[config.mk]
export PLATFORM = sky130hd
export DESIGN_NAME = avmm_poll_master
export DESIGN_NICKNAME = d
export VERILOG_FILES = /design/src/rtl/avmm_poll_master.sv
export SDC_FILE = /design/constraint.sdc
export NUM_CORES = 1
export LEC_CHECK = 0
export CORE_AREA = 2 2 114 116
export DETAILED_ROUTE_END_ITERATION = 16
export DIE_AREA = 0 0 116 118
export DONT_BUFFER_PORTS = 1
export MAX_ROUTING_LAYER = met4
export PLACE_DENSITY = 0.52
export SYNTH_ARGS = -nofsm -noshare
export SYNTH_HDL_FRONTEND = slang
export SYNTH_SLANG_ARGS = --single-unit
[constraint.sdc]
create_clock -name clk -period 4.6 [get_ports clk]
set_input_delay 0.69 -clock clk [delete_from_list [all_inputs] [get_ports clk]]
set_output_delay 0.69 -clock clk [all_outputs]
set_load 0.05 [all_outputs]
[src/rtl/avmm_poll_master.sv]
// Avalon-MM master: writes one command word to a slave, then polls a result register
// until the value holds steady for STABLE_COUNT comparisons or MAX_POLLS reads elapse.
module avmm_poll_master #(
  parameter int ADDR_W       = 2,
  parameter int DATA_W       = 32,
  parameter int POLL_GAP     = 4,
  parameter int STABLE_COUNT = 2,
  parameter int MAX_POLLS    = 1024
) (
  input  logic              clk,
  input  logic              reset_n,
  input  logic              start,
  input  logic [ADDR_W-1:0] cmd_addr,
  input  logic [DATA_W-1:0] cmd_data,
  input  logic [ADDR_W-1:0] res_addr,
  output logic              busy,
  output logic              done,
  output logic              timeout,
  output logic [DATA_W-1:0] result,
  output logic [ADDR_W-1:0] avm_address,
  output logic              avm_write,
  output logic [DATA_W-1:0] avm_writedata,
  output logic              avm_read,
  input  logic [DATA_W-1:0] avm_readdata,
  input  logic              avm_waitrequest
);
  localparam int PW = $clog2(MAX_POLLS + 1);
  localparam int SW = $clog2(STABLE_COUNT + 1);
  localparam int GW = $clog2(POLL_GAP + 1);

  typedef enum logic [2:0] {S_IDLE, S_WRITE, S_GAP, S_READ, S_FINISH} state_t;

  state_t            r_state;
  logic              r_busy, r_done, r_timeout, r_write, r_read, r_prev_valid;
  logic [DATA_W-1:0] r_result, r_writedata;
  logic [ADDR_W-1:0] r_address, r_res_addr;
  logic [PW-1:0]     r_poll;
  logic [SW-1:0]     r_stable;
  logic [GW-1:0]     r_gap;

  logic [PW-1:0]     w_poll_nxt;
  logic [SW-1:0]     w_stable_nxt;
  logic              w_stable_hit, w_poll_hit;

  // r_result always holds the previous read, so it doubles as the comparison value
  assign w_poll_nxt   = r_poll + PW'(1);
  assign w_stable_nxt = (r_prev_valid && (avm_readdata == r_result)) ? r_stable + SW'(1) : '0;
  assign w_stable_hit = (w_stable_nxt == SW'(STABLE_COUNT));
  assign w_poll_hit   = (w_poll_nxt == PW'(MAX_POLLS));

  always_ff @(posedge clk) begin
    if (!reset_n) begin
      r_state      <= S_IDLE;
      r_busy       <= 1'b0;
      r_done       <= 1'b0;
      r_timeout    <= 1'b0;
      r_write      <= 1'b0;
      r_read       <= 1'b0;
      r_prev_valid <= 1'b0;
      r_result     <= '0;
      r_writedata  <= '0;
      r_address    <= '0;
      r_res_addr   <= '0;
      r_poll       <= '0;
      r_stable     <= '0;
      r_gap        <= '0;
    end else begin
      case (r_state)
        S_IDLE: begin
          if (start) begin
            r_state      <= S_WRITE;
            r_busy       <= 1'b1;
            r_write      <= 1'b1;
            r_address    <= cmd_addr;
            r_writedata  <= cmd_data;
            r_res_addr   <= res_addr;
            r_result     <= '0;
            r_poll       <= '0;
            r_stable     <= '0;
            r_prev_valid <= 1'b0;
          end
        end
        S_WRITE: begin
          if (!avm_waitrequest) begin
            r_write <= 1'b0;
            r_gap   <= GW'(POLL_GAP);
            r_state <= S_GAP;
          end
        end
        S_GAP: begin
          if (r_gap == GW'(1)) begin
            r_read    <= 1'b1;
            r_address <= r_res_addr;
            r_state   <= S_READ;
          end else begin
            r_gap <= r_gap - GW'(1);
          end
        end
        S_READ: begin
          if (!avm_waitrequest) begin
            r_read       <= 1'b0;
            r_result     <= avm_readdata;
            r_poll       <= w_poll_nxt;
            r_stable     <= w_stable_nxt;
            r_prev_valid <= 1'b1;
            // stability wins when the last allowed read is also the stable one
            if (w_stable_hit) begin
              r_done  <= 1'b1;
              r_state <= S_FINISH;
            end else if (w_poll_hit) begin
              r_timeout <= 1'b1;
              r_state   <= S_FINISH;
            end else begin
              r_gap   <= GW'(POLL_GAP);
              r_state <= S_GAP;
            end
          end
        end
        S_FINISH: begin
          r_done    <= 1'b0;
          r_timeout <= 1'b0;
          r_busy    <= 1'b0;
          r_state   <= S_IDLE;
        end
        default: r_state <= S_IDLE;
      endcase
    end
  end

  assign busy          = r_busy;
  assign done          = r_done;
  assign timeout       = r_timeout;
  assign result        = r_result;
  assign avm_address   = r_address;
  assign avm_write     = r_write;
  assign avm_writedata = r_writedata;
  assign avm_read      = r_read;
endmodule

==> summary.txt <==
Crit path max fanout: 3
Floorplan row count: 41
Syn Nets: 586
Fillers: 1335
Vias in the first global route: 3335
DR WL/cell: 16.4 um
Die H: 118 um
Count of final setup violators: 0
Crit share post-route: 53.4%
Hold bufs inserted after CTS: 0
Status: complete, no violations
Hold WC Path Type: reg2reg
Mapped Cells: 511
Worst setup EP type: flip-flop
Synthesized cell area: 0.00425 mm^2
Critical Path RT: 4830 ps
Total vias in the final route: 3438
Seq cells post-synth: 93
Cell count after placement: 654
CTS root buf: clkbuf_16
Synthesized area per cell: 8.32 um^2
Clock latency on the worst-skew pair: 330 ps
RSZ-0062 raised after global routing: no
CTS H-tree depth: 3
Die width: 116 um
CTS clock-pin slew for the worst setup and hold paths: 70 ps
# DRC: 0
Clk network pwr share: 39.9%
Ports: 143
Max-slew violations: 0
Sw Pwr: 0.474 mW
Final Core Density: 37.5%
# port buffers: 0
Die ar.: 0.0137 mm^2
Initial core utilization: 34.2%
Fmax: 407 MHz
Number of max-cap violations: 0
Main flop type after synthesis: dfxtp_1
Routed wire length: 11.0 mm
Final Hold Fails: 0
Critical setup path kind: reg2reg
Register area share after synthesis: 43.8%
Post-synth EDFFs: 0
Layout cells sized above 1: 5.82%
Routed Antenna Nets: 0
Critical Path AT: 2680 ps
Cell variety after synth: 52
Pin count of the biggest net entering global routing: 93
GRT Overall Usage: 16.5%
Yosys warnings: 0
CTS Buffer Depth: 2
LEAKAGE: 1.68 nW
Min Tclk post-route: 2460 ps
Setup tns final: 0 ps
Drt first pass iters: 6
Core area: 0.0124 mm^2
CP Launch Type: flip-flop
Nets@finish: 568
P_int: 1.27 mW
Initial antenna violation count: 0
Area Growth Syn to Fin: 9.54%
Number of setup buffers added after CTS: 0
Comb power frac: 6.4%
Initial DRC Count: 186
Rel. slew slack: 33.3%
Final clock skew: 4.08 ps
Async SR Flop Fraction: 0%
Via density per instance: 5.13
Sw Share: 27.1%
CTS Sinks: 93
ANT cells: 0
Measured slew at the worst slew-check pin: 997 ps
Worst VDD drop: 159 uV
Pre-CTS worst setup slack: 2080 ps
Post-CTS resize count: 0
First-pass GRT wire length: 17.6 mm
CTS tree: built
Post-DP HPWL: 7.71 mm
Seq pwr share: 53.7%
GRT Residual Overflow: 0
Post-Layout Cell Count: 670
Setup ws final: 2140 ps
RePlAce Congestion: 0.852
Pwr/cell area: 375 mW/mm^2
TritonCTS Buffers: 9
## cells in the final DEF (no fill, tap or decap), drive strengths merged, types with 4 or more instances in the layout
cell and count:
a21boi 68, a21oi 15, a31oi 5, buf 4, clkbuf 15, dfxtp 93, inv 7, nand2 116
nand2b 4, nand3 45, nor2 15, nor2b 11, nor3 7, nor4 9, o21ai 14, xor2 25
## per-stage QoR
stage	power, mW	hold WS, ps	instance area (um^2)
after floorplan	1.05	435	4250
final	1.75	472	4660
after CTS	1.77	470	4660
after detailed placement	1.07	462	4380
after global routing	1.82	483	4660
after global placement	1.07	449	4380
## registers in the layout, indices dropped and copies added (netlist names)
signal and flops:
r_stable 2, timeout 1, r_state 3, avm_address 2, result 32, r_poll 11, done 1, r_gap 3
busy 1, avm_writedata 32, avm_write 1, r_res_addr 2, avm_read 1, r_prev_valid 1
## cell families (layout without fill, tap and decap cells)
family | Yosys count | count (layout) | share of synthesized area (%)
XOR/XNOR | 27 | 27 | 5.56
adder cells (fa/ha/maj) | 3 | 3 | 0.883
multiplexers | 1 | 1 | 0.235
flip-flops | 93 | 93 | 43.8
AND/OR/NAND/NOR | 226 | 226 | 25.6
buffers and inverters | 40 | 27 | 3.59
AO/OA/AOI/OAI | 121 | 121 | 20.3
## worst max-delay path, stage by stage (launching register included)
cell and delay (ps):
dfxtp_1 670, xor2_1 140, nor4_1 630, nand4_4 190, nor4_2 320, nor2_1 140, o221a_1 250
## per-layer routing
| metal | track usage [%] | part of all wire [%] |
|---|---|---|
| met4 | 5.51 | 1.5 |
| met5 | - | 0 |
| met3 | 4.94 | 8.1 |
| met1 | 20.8 | 43 |
| met2 | 25.2 | 47 |
## area by class of cell
| cell class | count | area (um^2) | share of cell area [%] |
|---|---|---|---|
| Multi-Input combinational cell | 378 | 2250 | 48.3 |
| Sequential cell | 93 | 1860 | 40.0 |
| Clock buffer | 15 | 268 | 5.75 |
| Tap cell | 172 | 215 | 4.62 |
| Timing Repair Buffer | 4 | 30.0 | 0.645 |
| Inverter | 7 | 26.3 | 0.564 |
| Clock inverter | 1 | 5.00 | 0.107 |
## worst paths after layout
check	slack, ps	startpoint	cells past startpoint	to
worst min register to register	470	r_res_addr[0]	2	r_res_addr[0]
worst max-delay path	2140	result[20]	6	r_gap[2]
worst min-delay path	470	r_res_addr[0]	2	r_res_addr[0]
worst max register to register	2140	result[20]	6	r_gap[2]
## Yosys cell counts, drive strengths merged, types with 2 or more instances
library cell,n,share of area (%)
nand2,116,10
dfxtp,93,44
a21boi,68,12
nand3,45,5.4
clkbuf,28,2.5
xor2,25,5.2
a21oi,15,1.8
nor2,15,1.3
o21ai,14,1.6
nor2b,11,1.6
nor4,9,1.8
inv,7,0.62
nor3,7,0.94
a31oi,5,0.74
buf,5,0.50
nand2b,4,0.59
and2,3,0.44
and3,3,0.44
ha,3,0.88
nand4,3,0.79
o211a,3,0.71
o211ai,3,0.53
o21a,3,0.53
nor3b,2,0.35
o221a,2,0.53
o31ai,2,0.35
or4,2,0.44
xnor2,2,0.41
## power by group through the flow
stage	logic [mW]	clock network [mW]	registers [mW]
6_report	0.112	0.697	0.939
5_1_grt	0.127	0.746	0.943
4_1_cts	0.114	0.719	0.940
3_5_place_dp	0.114	0	0.958
3_3_place_gp	0.111	0	0.958
2_1_floorplan	0.101	0	0.947
Note: power is estimated with default switching activity, not from simulation.
